### src/rtl/control_defs.sv
// Shared encodings for the hardwired control sequencer: FSM states, opcodes,
// IR field positions and the strobe bundle driven toward the datapath.
package control_defs;

    localparam int OPC_W  = 5;
    localparam int OPC_HI = 31;
    localparam int OPC_LO = 27;
    localparam int RA_HI  = 26;
    localparam int RA_LO  = 23;
    localparam int RB_HI  = 22;
    localparam int RB_LO  = 19;
    localparam int RC_HI  = 18;
    localparam int RC_LO  = 15;

    typedef enum logic [3:0] {
        ST_RST  = 4'd0,
        ST_T0   = 4'd1,
        ST_T1   = 4'd2,
        ST_T2   = 4'd3,
        ST_T3   = 4'd4,
        ST_T4   = 4'd5,
        ST_T5   = 4'd6,
        ST_T6   = 4'd7,
        ST_HALT = 4'd8
    } state_e;

    localparam logic [OPC_W-1:0] OP_ADD  = 5'b00011;
    localparam logic [OPC_W-1:0] OP_SUB  = 5'b00100;
    localparam logic [OPC_W-1:0] OP_AND  = 5'b00101;
    localparam logic [OPC_W-1:0] OP_OR   = 5'b00110;
    localparam logic [OPC_W-1:0] OP_SHR  = 5'b00111;
    localparam logic [OPC_W-1:0] OP_SHRA = 5'b01000;
    localparam logic [OPC_W-1:0] OP_SHL  = 5'b01001;
    localparam logic [OPC_W-1:0] OP_ROR  = 5'b01010;
    localparam logic [OPC_W-1:0] OP_ROL  = 5'b01011;
    localparam logic [OPC_W-1:0] OP_DIV  = 5'b01111;
    localparam logic [OPC_W-1:0] OP_MUL  = 5'b10000;
    localparam logic [OPC_W-1:0] OP_NEG  = 5'b10001;
    localparam logic [OPC_W-1:0] OP_NOT  = 5'b10010;
    localparam logic [OPC_W-1:0] OP_NOP  = 5'b11010;
    localparam logic [OPC_W-1:0] OP_HALT = 5'b11011;

    typedef struct packed {
        logic alu3;
        logic muldiv;
        logic unary;
        logic nop;
        logic halt;
    } op_class_t;

    typedef struct packed {
        logic             pc_out;
        logic             pc_in;
        logic             inc_pc;
        logic             mar_in;
        logic             read;
        logic             mdr_in;
        logic             mdr_out;
        logic             ir_in;
        logic             y_in;
        logic             z_in;
        logic             zlo_out;
        logic             zhi_out;
        logic             hi_in;
        logic             lo_in;
        logic             gra;
        logic             grb;
        logic             grc;
        logic             r_in;
        logic             r_out;
        logic [OPC_W-1:0] alu_op;
        logic             run;
    } ctrl_t;

    localparam ctrl_t CTRL_NONE = {$bits(ctrl_t){1'b0}};

endpackage

### src/rtl/opcode_class_decode.sv
// Combinational opcode classifier; anything not recognised is treated as a nop.
module opcode_class_decode
    import control_defs::*;
(
    input  logic [OPC_W-1:0] opcode,
    output op_class_t        op_class
);

    // Map each opcode onto exactly one execution class
    always_comb begin
        op_class = '{alu3: 1'b0, muldiv: 1'b0, unary: 1'b0, nop: 1'b0, halt: 1'b0};
        case (opcode)
            OP_ADD, OP_SUB, OP_AND, OP_OR, OP_SHR,
            OP_SHRA, OP_SHL, OP_ROR, OP_ROL:  op_class.alu3   = 1'b1;
            OP_MUL, OP_DIV:                   op_class.muldiv = 1'b1;
            OP_NEG, OP_NOT:                   op_class.unary  = 1'b1;
            OP_HALT:                          op_class.halt   = 1'b1;
            default:                          op_class.nop    = 1'b1;
        endcase
    end

endmodule

### src/rtl/control_sequencer.sv
// Hardwired control unit: fetch in T0-T2, opcode-driven execute in T3-T6,
// Moore strobes decoded from the state register.
module control_sequencer
    import control_defs::*;
#(
    parameter int IR_WIDTH = 32,
    parameter int OP_WIDTH = 5
) (
    input  logic                Clock,
    input  logic                Reset,
    input  logic                Stop,
    input  logic [IR_WIDTH-1:0] IR,
    output logic                PCout,
    output logic                PCin,
    output logic                IncPC,
    output logic                MARin,
    output logic                Read,
    output logic                MDRin,
    output logic                MDRout,
    output logic                IRin,
    output logic                Yin,
    output logic                Zin,
    output logic                ZLOout,
    output logic                ZHIout,
    output logic                HIin,
    output logic                LOin,
    output logic                Gra,
    output logic                Grb,
    output logic                Grc,
    output logic                Rin,
    output logic                Rout,
    output logic [OP_WIDTH-1:0] AluOp,
    output logic                Run,
    output logic [3:0]          State
);

    state_e           state_r;
    state_e           state_next_s;
    logic             stop_pend_r;
    logic [OPC_W-1:0] opcode_s;
    op_class_t        op_class_s;
    ctrl_t            ctrl_s;
    logic             unused_ir_s;

    assign opcode_s    = IR[IR_WIDTH-1 -: OPC_W];
    assign unused_ir_s = ^IR[IR_WIDTH-OPC_W-1:0];

    opcode_class_decode u_decode (
        .opcode   (opcode_s),
        .op_class (op_class_s)
    );

    // State register; Reset returns the sequencer to RST immediately
    always_ff @(posedge Clock or negedge Reset) begin
        if (!Reset) begin
            state_r <= ST_RST;
        end else begin
            state_r <= state_next_s;
        end
    end

    // Remember a Stop seen mid-instruction so HALT is taken at the next T0
    always_ff @(posedge Clock or negedge Reset) begin
        if (!Reset) begin
            stop_pend_r <= 1'b0;
        end else begin
            case (state_r)
                ST_T1, ST_T2, ST_T3, ST_T4, ST_T5, ST_T6: stop_pend_r <= stop_pend_r | Stop;
                default:                                  stop_pend_r <= 1'b0;
            endcase
        end
    end

    // Next-state and Moore strobe decode
    always_comb begin
        state_next_s = state_r;
        ctrl_s       = CTRL_NONE;
        case (state_r)
            ST_RST: begin
                ctrl_s.run   = Reset;
                state_next_s = ST_T0;
            end
            ST_T0: begin
                ctrl_s.run    = 1'b1;
                ctrl_s.pc_out = 1'b1;
                ctrl_s.mar_in = 1'b1;
                ctrl_s.inc_pc = 1'b1;
                ctrl_s.z_in   = 1'b1;
                if (Stop || stop_pend_r) begin
                    state_next_s = ST_HALT;
                end else begin
                    state_next_s = ST_T1;
                end
            end
            ST_T1: begin
                ctrl_s.run     = 1'b1;
                ctrl_s.zlo_out = 1'b1;
                ctrl_s.pc_in   = 1'b1;
                ctrl_s.read    = 1'b1;
                ctrl_s.mdr_in  = 1'b1;
                state_next_s   = ST_T2;
            end
            ST_T2: begin
                ctrl_s.run     = 1'b1;
                ctrl_s.mdr_out = 1'b1;
                ctrl_s.ir_in   = 1'b1;
                state_next_s   = ST_T3;
            end
            ST_T3: begin
                ctrl_s.run = 1'b1;
                if (op_class_s.alu3) begin
                    ctrl_s.grb   = 1'b1;
                    ctrl_s.r_out = 1'b1;
                    ctrl_s.y_in  = 1'b1;
                    state_next_s = ST_T4;
                end else if (op_class_s.muldiv) begin
                    ctrl_s.gra   = 1'b1;
                    ctrl_s.r_out = 1'b1;
                    ctrl_s.y_in  = 1'b1;
                    state_next_s = ST_T4;
                end else if (op_class_s.unary) begin
                    ctrl_s.grb    = 1'b1;
                    ctrl_s.r_out  = 1'b1;
                    ctrl_s.z_in   = 1'b1;
                    ctrl_s.alu_op = opcode_s;
                    state_next_s  = ST_T4;
                end else if (op_class_s.halt) begin
                    state_next_s = ST_HALT;
                end else begin
                    state_next_s = ST_T0;
                end
            end
            ST_T4: begin
                ctrl_s.run = 1'b1;
                if (op_class_s.alu3 || op_class_s.muldiv) begin
                    ctrl_s.grc    = op_class_s.alu3;
                    ctrl_s.grb    = op_class_s.muldiv;
                    ctrl_s.r_out  = 1'b1;
                    ctrl_s.z_in   = 1'b1;
                    ctrl_s.alu_op = opcode_s;
                    state_next_s  = ST_T5;
                end else if (op_class_s.unary) begin
                    ctrl_s.zlo_out = 1'b1;
                    ctrl_s.gra     = 1'b1;
                    ctrl_s.r_in    = 1'b1;
                    state_next_s   = ST_T0;
                end else begin
                    state_next_s = ST_T0;
                end
            end
            ST_T5: begin
                ctrl_s.run = 1'b1;
                if (op_class_s.alu3) begin
                    ctrl_s.zlo_out = 1'b1;
                    ctrl_s.gra     = 1'b1;
                    ctrl_s.r_in    = 1'b1;
                    state_next_s   = ST_T0;
                end else if (op_class_s.muldiv) begin
                    ctrl_s.zlo_out = 1'b1;
                    ctrl_s.lo_in   = 1'b1;
                    state_next_s   = ST_T6;
                end else begin
                    state_next_s = ST_T0;
                end
            end
            ST_T6: begin
                ctrl_s.run     = 1'b1;
                ctrl_s.zhi_out = op_class_s.muldiv;
                ctrl_s.hi_in   = op_class_s.muldiv;
                state_next_s   = ST_T0;
            end
            ST_HALT: begin
                state_next_s = ST_HALT;
            end
            default: begin
                state_next_s = ST_RST;
            end
        endcase
    end

    assign PCout  = ctrl_s.pc_out;
    assign PCin   = ctrl_s.pc_in;
    assign IncPC  = ctrl_s.inc_pc;
    assign MARin  = ctrl_s.mar_in;
    assign Read   = ctrl_s.read;
    assign MDRin  = ctrl_s.mdr_in;
    assign MDRout = ctrl_s.mdr_out;
    assign IRin   = ctrl_s.ir_in;
    assign Yin    = ctrl_s.y_in;
    assign Zin    = ctrl_s.z_in;
    assign ZLOout = ctrl_s.zlo_out;
    assign ZHIout = ctrl_s.zhi_out;
    assign HIin   = ctrl_s.hi_in;
    assign LOin   = ctrl_s.lo_in;
    assign Gra    = ctrl_s.gra;
    assign Grb    = ctrl_s.grb;
    assign Grc    = ctrl_s.grc;
    assign Rin    = ctrl_s.r_in;
    assign Rout   = ctrl_s.r_out;
    assign AluOp  = ctrl_s.alu_op;
    assign Run    = ctrl_s.run;
    assign State  = state_r;

endmodule

### config.mk
export PLATFORM = sky130hd
export DESIGN_NAME = control_sequencer
export DESIGN_NICKNAME = d
export VERILOG_FILES = /design/src/rtl/control_defs.sv /design/src/rtl/opcode_class_decode.sv /design/src/rtl/control_sequencer.sv
export SDC_FILE = /design/constraint.sdc
export NUM_CORES = 1
export LEC_CHECK = 0
export CAP_MARGIN = 20
export CORE_ASPECT_RATIO = 1.4
export CORE_MARGIN = 2
export CORE_UTILIZATION = 33
export CTS_CLUSTER_SIZE = 8
export DETAILED_ROUTE_END_ITERATION = 8
export HOLD_SLACK_MARGIN = 0.12
export PLACE_DENSITY = 0.87
export SLEW_MARGIN = 40
export SYNTH_ARGS = -nofsm -noshare
export SYNTH_HDL_FRONTEND = slang
export SYNTH_SLANG_ARGS = --single-unit
### constraint.sdc
create_clock -name Clock -period 2.1 [get_ports Clock]
set_input_delay 0.42 -clock Clock [delete_from_list [all_inputs] [get_ports Clock]]
set_output_delay 0.42 -clock Clock [all_outputs]
set_load 0.02 [all_outputs]
* Word level (Yosys, flattened, before mapping)
Cells that the tools add are included.
** Word-level totals
- Bits in registers :: 5
- Input port bits :: 35
- Output and inout port bits :: 29
** Cells by class
- Equality and inequality tests :: 22
- Mux-type cells :: 47
- Bitwise logic cells :: 1
- Reduce and logical (&&, ||, !) cells :: 9
** Operator list (number)
- $pmux W4 S8 :: 1
- $eq A5 B4 Y1 const B :: 5
- $mux W4 :: 6
- $mux W1 :: 22
- $eq A5 B3 Y1 const B :: 4
- $eq A5 B5 Y1 const B :: 4
- $eq A4 B3 Y1 const B :: 4
- $mux W6 :: 2
- $pmux W6 S2 :: 1
- $mux W2 :: 5
- $mux W5 :: 2
- $pmux W1 S3 :: 3
- $reduce_or A9 Y1 :: 1
- $eq A4 B2 Y1 const B :: 2
- $reduce_or A7 Y1 :: 1
- $mux W3 :: 2
- $pmux W1 S2 :: 3
- $reduce_or A2 Y1 :: 3
- $reduce_or A6 Y1 :: 1
- $eq A5 B2 Y1 const B :: 1
- $eq A4 B1 Y1 const B :: 1
- $eq A4 B4 Y1 const B :: 1
- $logic_not A4 Y1 :: 1
- $logic_or A1 B1 Y1 :: 2
- $or A1 B1 Y1 :: 1

* Logic depth before layout (Yosys ltp)
- Word-level depth :: 7
- Depth in mapped cells :: 6

* Cells and area by module
A second synthesis with hierarchy kept.
** Second synthesis, totals
- Cells, all modules :: 100
- Area, all modules :: 704.4 µm²
** By module, submodules not included
- control_sequencer :: instances 1, cells an instance 82, area an instance 589.3 µm², sequential area each 125.1 µm²
- opcode_class_decode :: instances 1, cells an instance 18, area an instance 115.1 µm², sequential area each 0.0 µm²

* Worst setup path after synthesis
OpenSTA, ideal clock, no wires.
- Path kind :: input port to output port
- From :: input port IR[29]
- To :: output port Yin
- Arrival :: 1.633 ns
- Data required time :: 1.680 ns
- Slack :: 0.047 ns
- Cell stages on the path :: 4
- Buffers on the path :: 0
- Cell sequence :: or4b_1 > a21oi_2 > nor2_1 > nor3_1
** On the way
- Word-level cells in the longest chain between the ends :: 6
- Elaborated cells between the ends (all ways) :: 18
** Ends and longest elaborated chain
- from (decl) :: line control_sequencer.sv:12 : input logic [IR_WIDTH-1:0] IR,
- $eq A5 B5 Y1 or $eq A5 B4 Y1 (tied branches)
- $reduce_or A2 Y1 :: line opcode_class_decode.sv:12 : case (opcode)
- $mux W1 :: line opcode_class_decode.sv:12
- $mux W1 :: line control_sequencer.sv:116 : end else if (op_class_s.muldiv) begin
- $mux W1 (*)
- $mux W1 (*) :: line control_sequencer.sv:78 : case (state_r)
- to (decl) :: line control_sequencer.sv:21 : output logic Yin,
Every way passes the cells marked *; elsewhere a longest branch is shown, timed or not.

* Worst setup path after layout
- From :: input port IR[29]
- To :: output port ZLOout
** On the way
- Word-level cells in the longest chain between the ends :: 6
- Elaborated cells between the ends (all ways) :: 25
** Ends and longest elaborated chain
- $eq A5 B2 Y1 (tied with other cells)
- $reduce_or A9 Y1 or $reduce_or A2 Y1 (tied branches) :: line opcode_class_decode.sv:12
- $mux W1 :: line opcode_class_decode.sv:12
- $logic_or A1 B1 Y1 (tied with other cells) :: line control_sequencer.sv:135 : if (op_class_s.alu3 || op_class_s.muldiv) begin
- $mux W1, on equally long branches :: line control_sequencer.sv:135, control_sequencer.sv:153
- $pmux W1 S3 (*) :: line control_sequencer.sv:78
- to (decl) :: line control_sequencer.sv:23 : output logic ZLOout,
Marked as above.

==> flow_summary_export.csv <==
group,metric,value,unit
critical_path,startpoint_type,"input pin",
detailed_routing,wl,3170,um
synthesis,syn_area_per_cell,7.47,um2
sta,holdWs,0.455,ns
floorplanning,start_util,0.339,
synthesis,synth-main-ff-cell,"dfrtp_1",
power,ir_worst_vdd,0.494,mV
clock_tree,clockBufferDepth,2,
floorplanning,core.rowCount,21,
sta,fin_crit,2.14,ns
clock_tree,htree_num_levels,1,
layout,area_delta_synth_final,79.3,%
sta,finalClockSkew,0.0109,ns
layout,drive_above_1_share,0.569,
sta,rsz0062_at_grt,"true",
floorplanning,dieArea,2810,um2
detailed_routing,routed-via-count,1089,
critical_path,critPathMaxFanout,4,
detailed_routing,ant_nets,0,
synthesis,synth_mux_area_frac,0.0142,
placed_design,numPlacedInstances,181,
layout,finalNonFillerCells,190,
run,cap_violations,0,
sta,worst_pin_slew,0.282,ns
synthesis,syn-cell-area,792,um2
floorplanning,core,2340,um2
placed_design,io_buffers,36,
global_route,grt.busiest_layer,"met2",
clock_tree,cts_root_buffer,"clkbuf_4",
synthesis,synthAdderAreaFrac,0.0126,
synthesis,synth_top_family_by_area,"simple AND/OR/NAND/NOR gates",
synthesis,synth_top_area_frac,0.158,
clock_tree,cts_tree,"yes",
critical_path,path_class,"input pin to primary output",
global_route,grt_pass1_wl,4910,um
power,p_per_area,950,nW/um2
detailed_routing,drc,0,
floorplanning,ioPinCount,64,
critical_path,crit_required,1.68,ns
global_route,grt_use_total,0.241,
detailed_routing,dr.pass1.iters,5,
critical_path,cp-end-kind,"primary output",
clock_tree,hold_buffers,0,
synthesis,async_flop_share,1.00,
sta,hold_viol_final,0,
layout,n_antenna_cell,0,
synthesis,yosys-top-cells-area,"dfrtp_1 16%, buf_4 7.6%, nor2_1 6.6%",
synthesis,synth_area_leader_cell,"dfrtp_1",
floorplanning,die_w,45.4,um
placed_design,dp_hpwl,2120,um
detailed_routing,vias_per_cell,5.73,
run_status,status,"complete, but fails checks",
sta,slew_violations,0,
critical_path,arrival,1.72,ns
placed_design,gp_congestion,0.878,
synthesis,synth_compound_area_frac,0.237,
synthesis,yosys-top-cells-count,"14 x nor2_1, 8 x buf_4, 5 x a21oi_1, 5 x dfrtp_1, 5 x nand2b_1",
floorplanning,die_height,62.0,um
clock_tree,numCtsBuffers,3,
synthesis,ys_warn_count,0,
power,p_leak,0.665,nW
global_route,antenna_found_initial,0,
detailed_routing,routedWlPerCell,16.7,um
clock_tree,clkLatencyLatePin,0.26,ns
global_route,grt_util_met2,0.451,
synthesis,synth_enable_flop_cells,0,
sta,worst_slack,-0.0435,ns
synthesis,synth_xor_area_frac,0.0221,
sta,setup_viol,5,
clock_tree,cts_sinks,5,
synthesis,synth_fp_nets,141,
synthesis,ys_ff_latch,5,
sta,slew_headroom,0.811,
clock_tree,cts.clk_slew.worst_paths,0.05,ns
synthesis,synthCells,106,
run_status,violations,"setup timing",
detailed_routing,dr.first_iter.drc_count,38,
synthesis,synthMostInstantiatedCell,"nor2_1",
global_route,gr-usage-met1,0.234,
global_route,grt_pass1_vias,1084,
sta,post-route-period-util,1.02,
synthesis,synthSimpleGateAreaFrac,0.408,
global_route,overflow,0,
synthesis,synth.distinct_cells,45,
global_route,grt_use_met3,0.0318,
layout,nets,203,
global_route,grt_max_degree,11,
sta,fmax,0.467,GHz
layout,final_core_util,0.607,
hold_path,hold_path_class,"input pin to async pin",
synthesis,seq_area_frac_synth,0.158,
flip-flops by register name, summed over array words and instances (netlist names):
register,cells
State,4
stop_pend_r,1
placed cells by master, fill, tap and decap left out, drive strengths merged, types with 4 or more instances in the layout:
cell type,Yosys,layout
buf,14,52
clkbuf,1,17
nor2,14,14
clkdlybuf4s50,0,6
a21oi,6,6
nand2b,5,5
dfrtp,5,5
nand2,4,4
and2,4,4
nor3,4,4
worst max-delay path, cell delays in order:
cell and delay, ns:
buf_8 0.10, or4b_4 0.55, a21oi_4 0.16, nor2_2 0.07, o31ai_2 0.25, buf_4 0.18
power breakdown:
| part | internal, mW | total [mW] | switching (mW) | leakage (nW) |
|---|---|---|---|---|
| clock | 0.0725 | 0.122 | 0.0499 | 0.0150 |
| sequential | 0.135 | 0.174 | 0.0389 | 0.0628 |
| combinational | 0.483 | 1.05 | 0.570 | 0.588 |
| total | 0.690 | 1.35 | 0.658 | 0.665 |
kinds of logic (layout without fill, tap and decap cells):
kind of cell	after synthesis	in the layout
AND/OR/NAND/NOR	55	55
AO/OA/AOI/OAI	24	24
buffers and inverters	18	79
flip-flops	5	5
XOR/XNOR	2	2
adder cells (fa/ha/maj)	1	1
multiplexers	1	1
path summary, 6_finish.rpt:
path,start,to,slack (ns),cells past startpoint
worst max-delay path,IR[29],ZLOout,-0.04,6
worst min-delay path,Reset,State[0],0.45,2
worst max register to register,State[2],State[2],0.44,5
worst min register to register,stop_pend_r,stop_pend_r,0.64,2
max in group asynchronous,Reset,State[2],1.51,2
min in group Clock,stop_pend_r,stop_pend_r,0.64,2
routing by layer:
layer / vias up / share of wire
met5: - / 0
met1: 514 / 0.34
met4: 0 / 0.034
met2: 61 / 0.56
li1: 505 / -
met3: 9 / 0.063
cell type report:
| type | count | area (um2) |
|---|---|---|
| repair buffers | 72 | 564 |
| clock buffers | 4 | 26.3 |
| multi-input cells | 83 | 662 |
| inverters | 3 | 11.3 |
| fillers | 190 | 918 |
| well taps | 23 | 28.8 |
| flip-flops and latches | 5 | 128 |
timing repair:
| action | in CTS | in global routing |
|---|---|---|
| endpoints found under the setup margin | 25 | 24 |
| pin swaps | 10 | 5 |
| gates resized for setup | 128 | 29 |
| setup buffers | 3 | 0 |
| gates cloned | 2 | 0 |
stage by stage:
step / TNS [ns] / power (mW) / setup slack [ns] / instance area (um2)
after floorplan: 0 / 0.748 / 0.0469 / 792
after global placement: -13.00 / 1.17 / -0.825 / 1310
after detailed placement: -14.00 / 1.20 / -0.905 / 1310
after CTS: -0.0891 / 1.33 / -0.0352 / 1430
after global routing: -0.561 / 1.42 / -0.0927 / 1420
final: -0.147 / 1.35 / -0.0435 / 1420
(Power assumes the default switching activity.)
